`src/rtl/snn_pkg.sv`:
```
// Constants and types shared by the SNN core and its input loader.
package snn_pkg;

    localparam int NUM_PIXELS = 784;
    localparam int NUM_HIDDEN = 32;
    localparam int NUM_OUT    = 10;
    localparam int BYTE_W     = 8;
    localparam int ADDR_W     = 10;
    localparam int NUM_BYTES  = NUM_PIXELS / BYTE_W;
    localparam int BYTE_CNT_W = $clog2(NUM_BYTES);

    typedef enum logic [1:0] {
        LOAD,
        ISSUE,
        WAIT_CORE
    } ld_state_t;

endpackage

```
`src/rtl/input_bit_ram.sv`:
```
// Byte-wide image store with a registered single-pixel read port.
// The store itself is never reset, so contents survive rst_n.
module input_bit_ram #(
    parameter int NUM_PIXELS = snn_pkg::NUM_PIXELS,
    parameter int BYTE_W     = snn_pkg::BYTE_W,
    parameter int ADDR_W     = snn_pkg::ADDR_W,
    parameter int NUM_BYTES  = NUM_PIXELS / BYTE_W,
    parameter int WADDR_W    = $clog2(NUM_BYTES)
) (
    input  logic               clk,
    input  logic               rst_n,
    input  logic               we,
    input  logic [WADDR_W-1:0] waddr,
    input  logic [BYTE_W-1:0]  wdata,
    input  logic [ADDR_W-1:0]  raddr,
    output logic               q
);

    localparam int SEL_W = $clog2(BYTE_W);

    logic [BYTE_W-1:0]       mem [NUM_BYTES];
    logic [ADDR_W-SEL_W-1:0] rword;
    logic [SEL_W-1:0]        rbit;
    logic                    in_range;

    assign rword    = raddr[ADDR_W-1:SEL_W];
    assign rbit     = raddr[SEL_W-1:0];
    assign in_range = (raddr < ADDR_W'(NUM_PIXELS));

    always_ff @(posedge clk) begin
        if (we) begin
            mem[waddr] <= wdata;
        end
    end

    // Addresses past the image would index unused words, so they read as 0.
    always_ff @(posedge clk) begin
        if (!rst_n) begin
            q <= 1'b0;
        end else begin
            q <= in_range ? mem[rword][rbit] : 1'b0;
        end
    end

endmodule

```
`src/rtl/snn_input_loader.sv`:
```
// Collects a packed binary image from the UART, starts the core once the
// image is complete and holds off new loads until the core reports done.
module snn_input_loader #(
    parameter int NUM_PIXELS = snn_pkg::NUM_PIXELS,
    parameter int BYTE_W     = snn_pkg::BYTE_W,
    parameter int ADDR_W     = snn_pkg::ADDR_W
) (
    input  logic              clk,
    input  logic              rst_n,
    input  logic              rx_rdy,
    input  logic [BYTE_W-1:0] rx_data,
    output logic              clr_rx_rdy,
    input  logic [ADDR_W-1:0] addr_input_unit,
    output logic              q_input,
    output logic              start,
    input  logic              core_done,
    output logic              busy
);

    import snn_pkg::*;

    localparam int NUM_BYTES = NUM_PIXELS / BYTE_W;
    localparam int CNT_W     = $clog2(NUM_BYTES);
    localparam logic [CNT_W-1:0] LAST_BYTE = CNT_W'(NUM_BYTES - 1);

    ld_state_t        state;
    logic [CNT_W-1:0] byte_cnt;
    logic             wr_en;

    // A byte is consumed and acknowledged on the same edge, only while loading.
    assign wr_en      = rst_n && (state == LOAD) && rx_rdy;
    assign clr_rx_rdy = wr_en;

    always_ff @(posedge clk) begin
        if (!rst_n) begin
            state    <= LOAD;
            byte_cnt <= '0;
            start    <= 1'b0;
            busy     <= 1'b0;
        end else begin
            start <= 1'b0;
            unique case (state)
                LOAD: begin
                    if (rx_rdy) begin
                        if (byte_cnt == LAST_BYTE) begin
                            byte_cnt <= '0;
                            state    <= ISSUE;
                            start    <= 1'b1;
                            busy     <= 1'b1;
                        end else begin
                            byte_cnt <= byte_cnt + 1'b1;
                        end
                    end
                end
                ISSUE: begin
                    state <= WAIT_CORE;
                end
                WAIT_CORE: begin
                    if (core_done) begin
                        state <= LOAD;
                        busy  <= 1'b0;
                    end
                end
                default: begin
                    state <= LOAD;
                end
            endcase
        end
    end

    input_bit_ram #(
        .NUM_PIXELS (NUM_PIXELS),
        .BYTE_W     (BYTE_W),
        .ADDR_W     (ADDR_W),
        .NUM_BYTES  (NUM_BYTES),
        .WADDR_W    (CNT_W)
    ) u_ram (
        .clk   (clk),
        .rst_n (rst_n),
        .we    (wr_en),
        .waddr (byte_cnt),
        .wdata (rx_data),
        .raddr (addr_input_unit),
        .q     (q_input)
    );

endmodule
```
`config.mk`:
```
export PLATFORM = sky130hd
export DESIGN_NAME = snn_input_loader
export DESIGN_NICKNAME = d
export VERILOG_FILES = /design/src/rtl/snn_pkg.sv /design/src/rtl/input_bit_ram.sv /design/src/rtl/snn_input_loader.sv
export SDC_FILE = /design/constraint.sdc
export NUM_CORES = 1
export LEC_CHECK = 0
export CORE_UTILIZATION = 56
export DETAILED_ROUTE_END_ITERATION = 8
export GPL_ROUTABILITY_DRIVEN = 0
export GPL_TIMING_DRIVEN = 0
export PLACE_DENSITY = 0.73
export SLEW_MARGIN = 20
export SYNTH_ARGS = -nofsm -noshare
export SYNTH_HDL_FRONTEND = slang
export SYNTH_SLANG_ARGS = --single-unit
```
`constraint.sdc`:
```
create_clock -name clk -period 2.5 [get_ports clk]
set_input_delay 0.25 -clock clk [delete_from_list [all_inputs] [get_ports clk]]
set_output_delay 0.25 -clock clk [all_outputs]
set_load 0.005 [all_outputs]
```
==> summary.txt <==
Clocking
  • Clk buf depth: 3
  • Worst skew pair latency: 650 ps
  • CTS tree: yes
  • H-Tree Depth: 3
  • Clock sinks: 796
  • Clock buffers created by TritonCTS: 78
  • Worst-path clk slew: 60 ps
  • Clk root buf: clkbuf_16

Setup path
  • Critical path arrival: 3430 ps
  • RR Endpoint: u_ram.q
  • Critical Path RT: 3060 ps
  • CP Capture Type: register
  • CP Launch Type: input port
  • CP max FO: 10
  • R2R setup slack: -220 ps
  • Reg2Reg Depth: 7
  • Type of the worst setup path: input port to register
  • Worst r2r src: u_ram.mem[39][7]

Drt
  • DR vias/cell: 6.967
  • Final ANT Viol Nets: 0
  • Initial detailed-routing violation count: 3,191
  • Detailed-route DRC error count: 0
  • Per-cell routed wire length: 36.41 µm
  • Total wire length: 92,700 µm
  • Detailed Routing Iterations Pass 1: 7
  • Via count: 17,739

Yosys
  • Register area share after synthesis: 0.7619
  • Avg Inst Size Synth: 20.05 µm²
  • Number of synthesized flops with an enable pin: 784
  • Synth Area in Adders: 0.0008017
  • Netlist cell types: 63
  • Mapped Area: 31,210 µm²
  • Synth Area in Simple Gates: 0.03592
  • Number of synthesized register bits: 796
  • Post-Synth XOR/XNOR Area: 0.001403
  • Cells after synthesis: 1,557
  • Syn Nets: 1,581
  • Post-synthesis mux area share: 0.1479
  • Post-synth ARST share: 0
  • Primary FF master, synth: edfxtp_1
  • Yosys warnings: 0
  • Main combinational cell family by area after synthesis: multiplexers
  • Synth Area in Compound Gates: 0.03535

GRT
  • Final global-route overflow total: 0
  • Vias in the first global route: 17,640
  • Initial antenna violation count: 2
  • Global-route wire length before repair: 129,000 µm
  • All-layer global routing usage: 0.3350
  • Largest net degree at the start of global routing: 79

Cells and area
  • Commonest non-fill, non-tap cell in the layout: edfxtp_1
  • FILL cells: 3,574
  • Layout cells sized above 1: 0.3181
  • N_diodes: 0
  • Cell Count, Final, Fillers Out: 2,546
  • Total Nets Final: 1,761
  • Area grow syn2layout: 16.59%
  • Most frequent cells in the layout: edfxtp_1 (784), mux4_2 (161), buf_4 (98)

Power
  • P_leak: 11.53 nW
  • Tot Pwr: 27.68 mW
  • VDD IR max: 664.6 µV
  • Pwr dens: 760.6 nW/µm²

Flow run
  • Max cap viols: 0

STA
  • Hold_ws: 11.74 ps
  • Crit path time final: 2869 ps
  • Final setup TNS: -369.0 ps
  • Slew margin rel.: 0.4275
  • RSZ-0062 raised after global routing: true
  • Hold Vio Cnt, Final: 0
  • Final-report max-slew violation count: 0
  • F_max: 348.6 MHz
  • Final period utilization: 1.148
  • Setup ws final: -369.0 ps
  • Slew at the pin closest to its max-slew limit: 857.0 ps
  • Finish-stage setup viols: 1
  • Worst clock skew: 41.47 ps

Hold path
  • Hold EP: u_ram.mem[78][1]
  • Hold Crit Depth: 1
  • Startpoint of the worst hold path: rx_data[1]
  • Worst Hold Class: input port to register

Floorplanning
  • Die Y-Extent: 238.1 µm
  • Initial Utilization: 0.5666
  • Die area: 56,690 µm²
  • Row Count: 86
  • IO Pins: 26
  • Die width: 238.1 µm
  • CORE AREA: 55,090 µm²

Place
  • Hpwl dp: 57,030 µm
  • Port bufs: 22
  • Placed Instances: 2,335

Outcome
  • Failing checks: negative setup slack
  • Status: finished, violations left
[what timing repair did]
item / 4_1_cts / 5_1_grt
endpoints found under the setup margin: 786 / 689
hold buffers: 1 / 0
setup buffers: 68 / 4
gates cloned: 0 / 0
hold endpoints to repair: 8 / 0
pin swaps: 53 / 6
resized for setup: 227 / 47
[stage by stage]
stage / utilization / cell area [µm²] / setup WS, ps
4_1_cts: 0.6564 / 36160 / -186.0
6_report: 0.6606 / 36390 / -369.0
5_1_grt: 0.6606 / 36390 / -259.7
2_1_floorplan: - / 31210 / 49.56
3_3_place_gp: 0.5876 / 32370 / -2310
3_5_place_dp: 0.5909 / 32550 / -1975
[cell usage after synthesis (10+ instances only)]
cell	number	area, µm²
a21oi_1	25	125.1
a22oi_1	17	127.6
buf_1	10	37.54
buf_2	11	55.05
buf_4	14	105.1
buf_6	13	146.4
clkbuf_1	40	150.1
dfxtp_1	12	240.2
edfxtp_1	784	23540
mux2_2	10	112.6
mux2i_1	81	810.8
mux4_2	161	3626
nand2_1	50	187.7
nand3_1	12	60.06
nor2_1	119	446.7
nor2b_1	12	75.07
nor3_1	15	75.07
o21ai_0	10	50.05
o221ai_1	35	306.5
o22ai_1	20	125.1
[critical path, stage by stage]
cell,delay [ps]
clkdlybuf4s50_1,570
buf_6,280
nor2b_2,550
a222oi_1,220
a2111oi_0,760
nor4_1,110
a31o_1,300
o211ai_1,130
a32o_2,260
[final cells by class]
type	count	area, µm²	share of cell area
Inverter	7	26.28	0.0007220
Sequential cell	796	23780	0.6535
Tap cell	748	935.9	0.02572
Timing Repair Buffer	103	1003	0.02757
Multi-Input combinational cell	666	7543	0.2073
Clock buffer	99	2126	0.05841
Clock inverter	42	289.0	0.007942
Buffer	85	685.7	0.01884
[sequential cells by signal, summed over array words and instances, names as in the netlist]
register,cells
u_ram.q,1
busy,1
state,2
start,1
u_ram.mem,784
byte_cnt,7
[per-layer routing]
layer / share of wire / wire, µm / global-route usage
met5: 0.00014 / 13 / 0
met4: 0.071 / 6556 / 0.2156
met3: 0.14 / 12690 / 0.09683
met2: 0.44 / 41250 / 0.4894
met1: 0.35 / 32200 / 0.4457
[cell families after synthesis]
| family | count (synthesis) |
|---|---|
| and+or+nand+nor | 249 |
| buffers and inverters | 95 |
| muxes | 258 |
| adders and majority gates | 2 |
| DFF | 796 |
| AOI/OAI and AO/OA | 152 |
| xor gates and xnor gates | 5 |
[report_power, final]
part	switching, mW	leakage [nW]	internal [mW]	total [mW]
logic	1.16	3.19	0.544	1.71
registers	0.0118	7.14	14.7	14.7
clock network	4.96	1.20	6.33	11.3
[worst max-delay path by stage]
stage / end / slack, ps / start / cells after the start
after floorplan: u_ram.q / 50 / addr_input_unit[3] / 10
after CTS: u_ram.q / -190 / u_ram.mem[39][7] / 7
after global placement: u_ram.q / -2310 / addr_input_unit[5] / 9
after detailed placement: u_ram.q / -1970 / addr_input_unit[6] / 10
after global routing: u_ram.q / -260 / addr_input_unit[3] / 11
final: u_ram.q / -370 / addr_input_unit[5] / 9
Power figures use the tool's default switching activity.
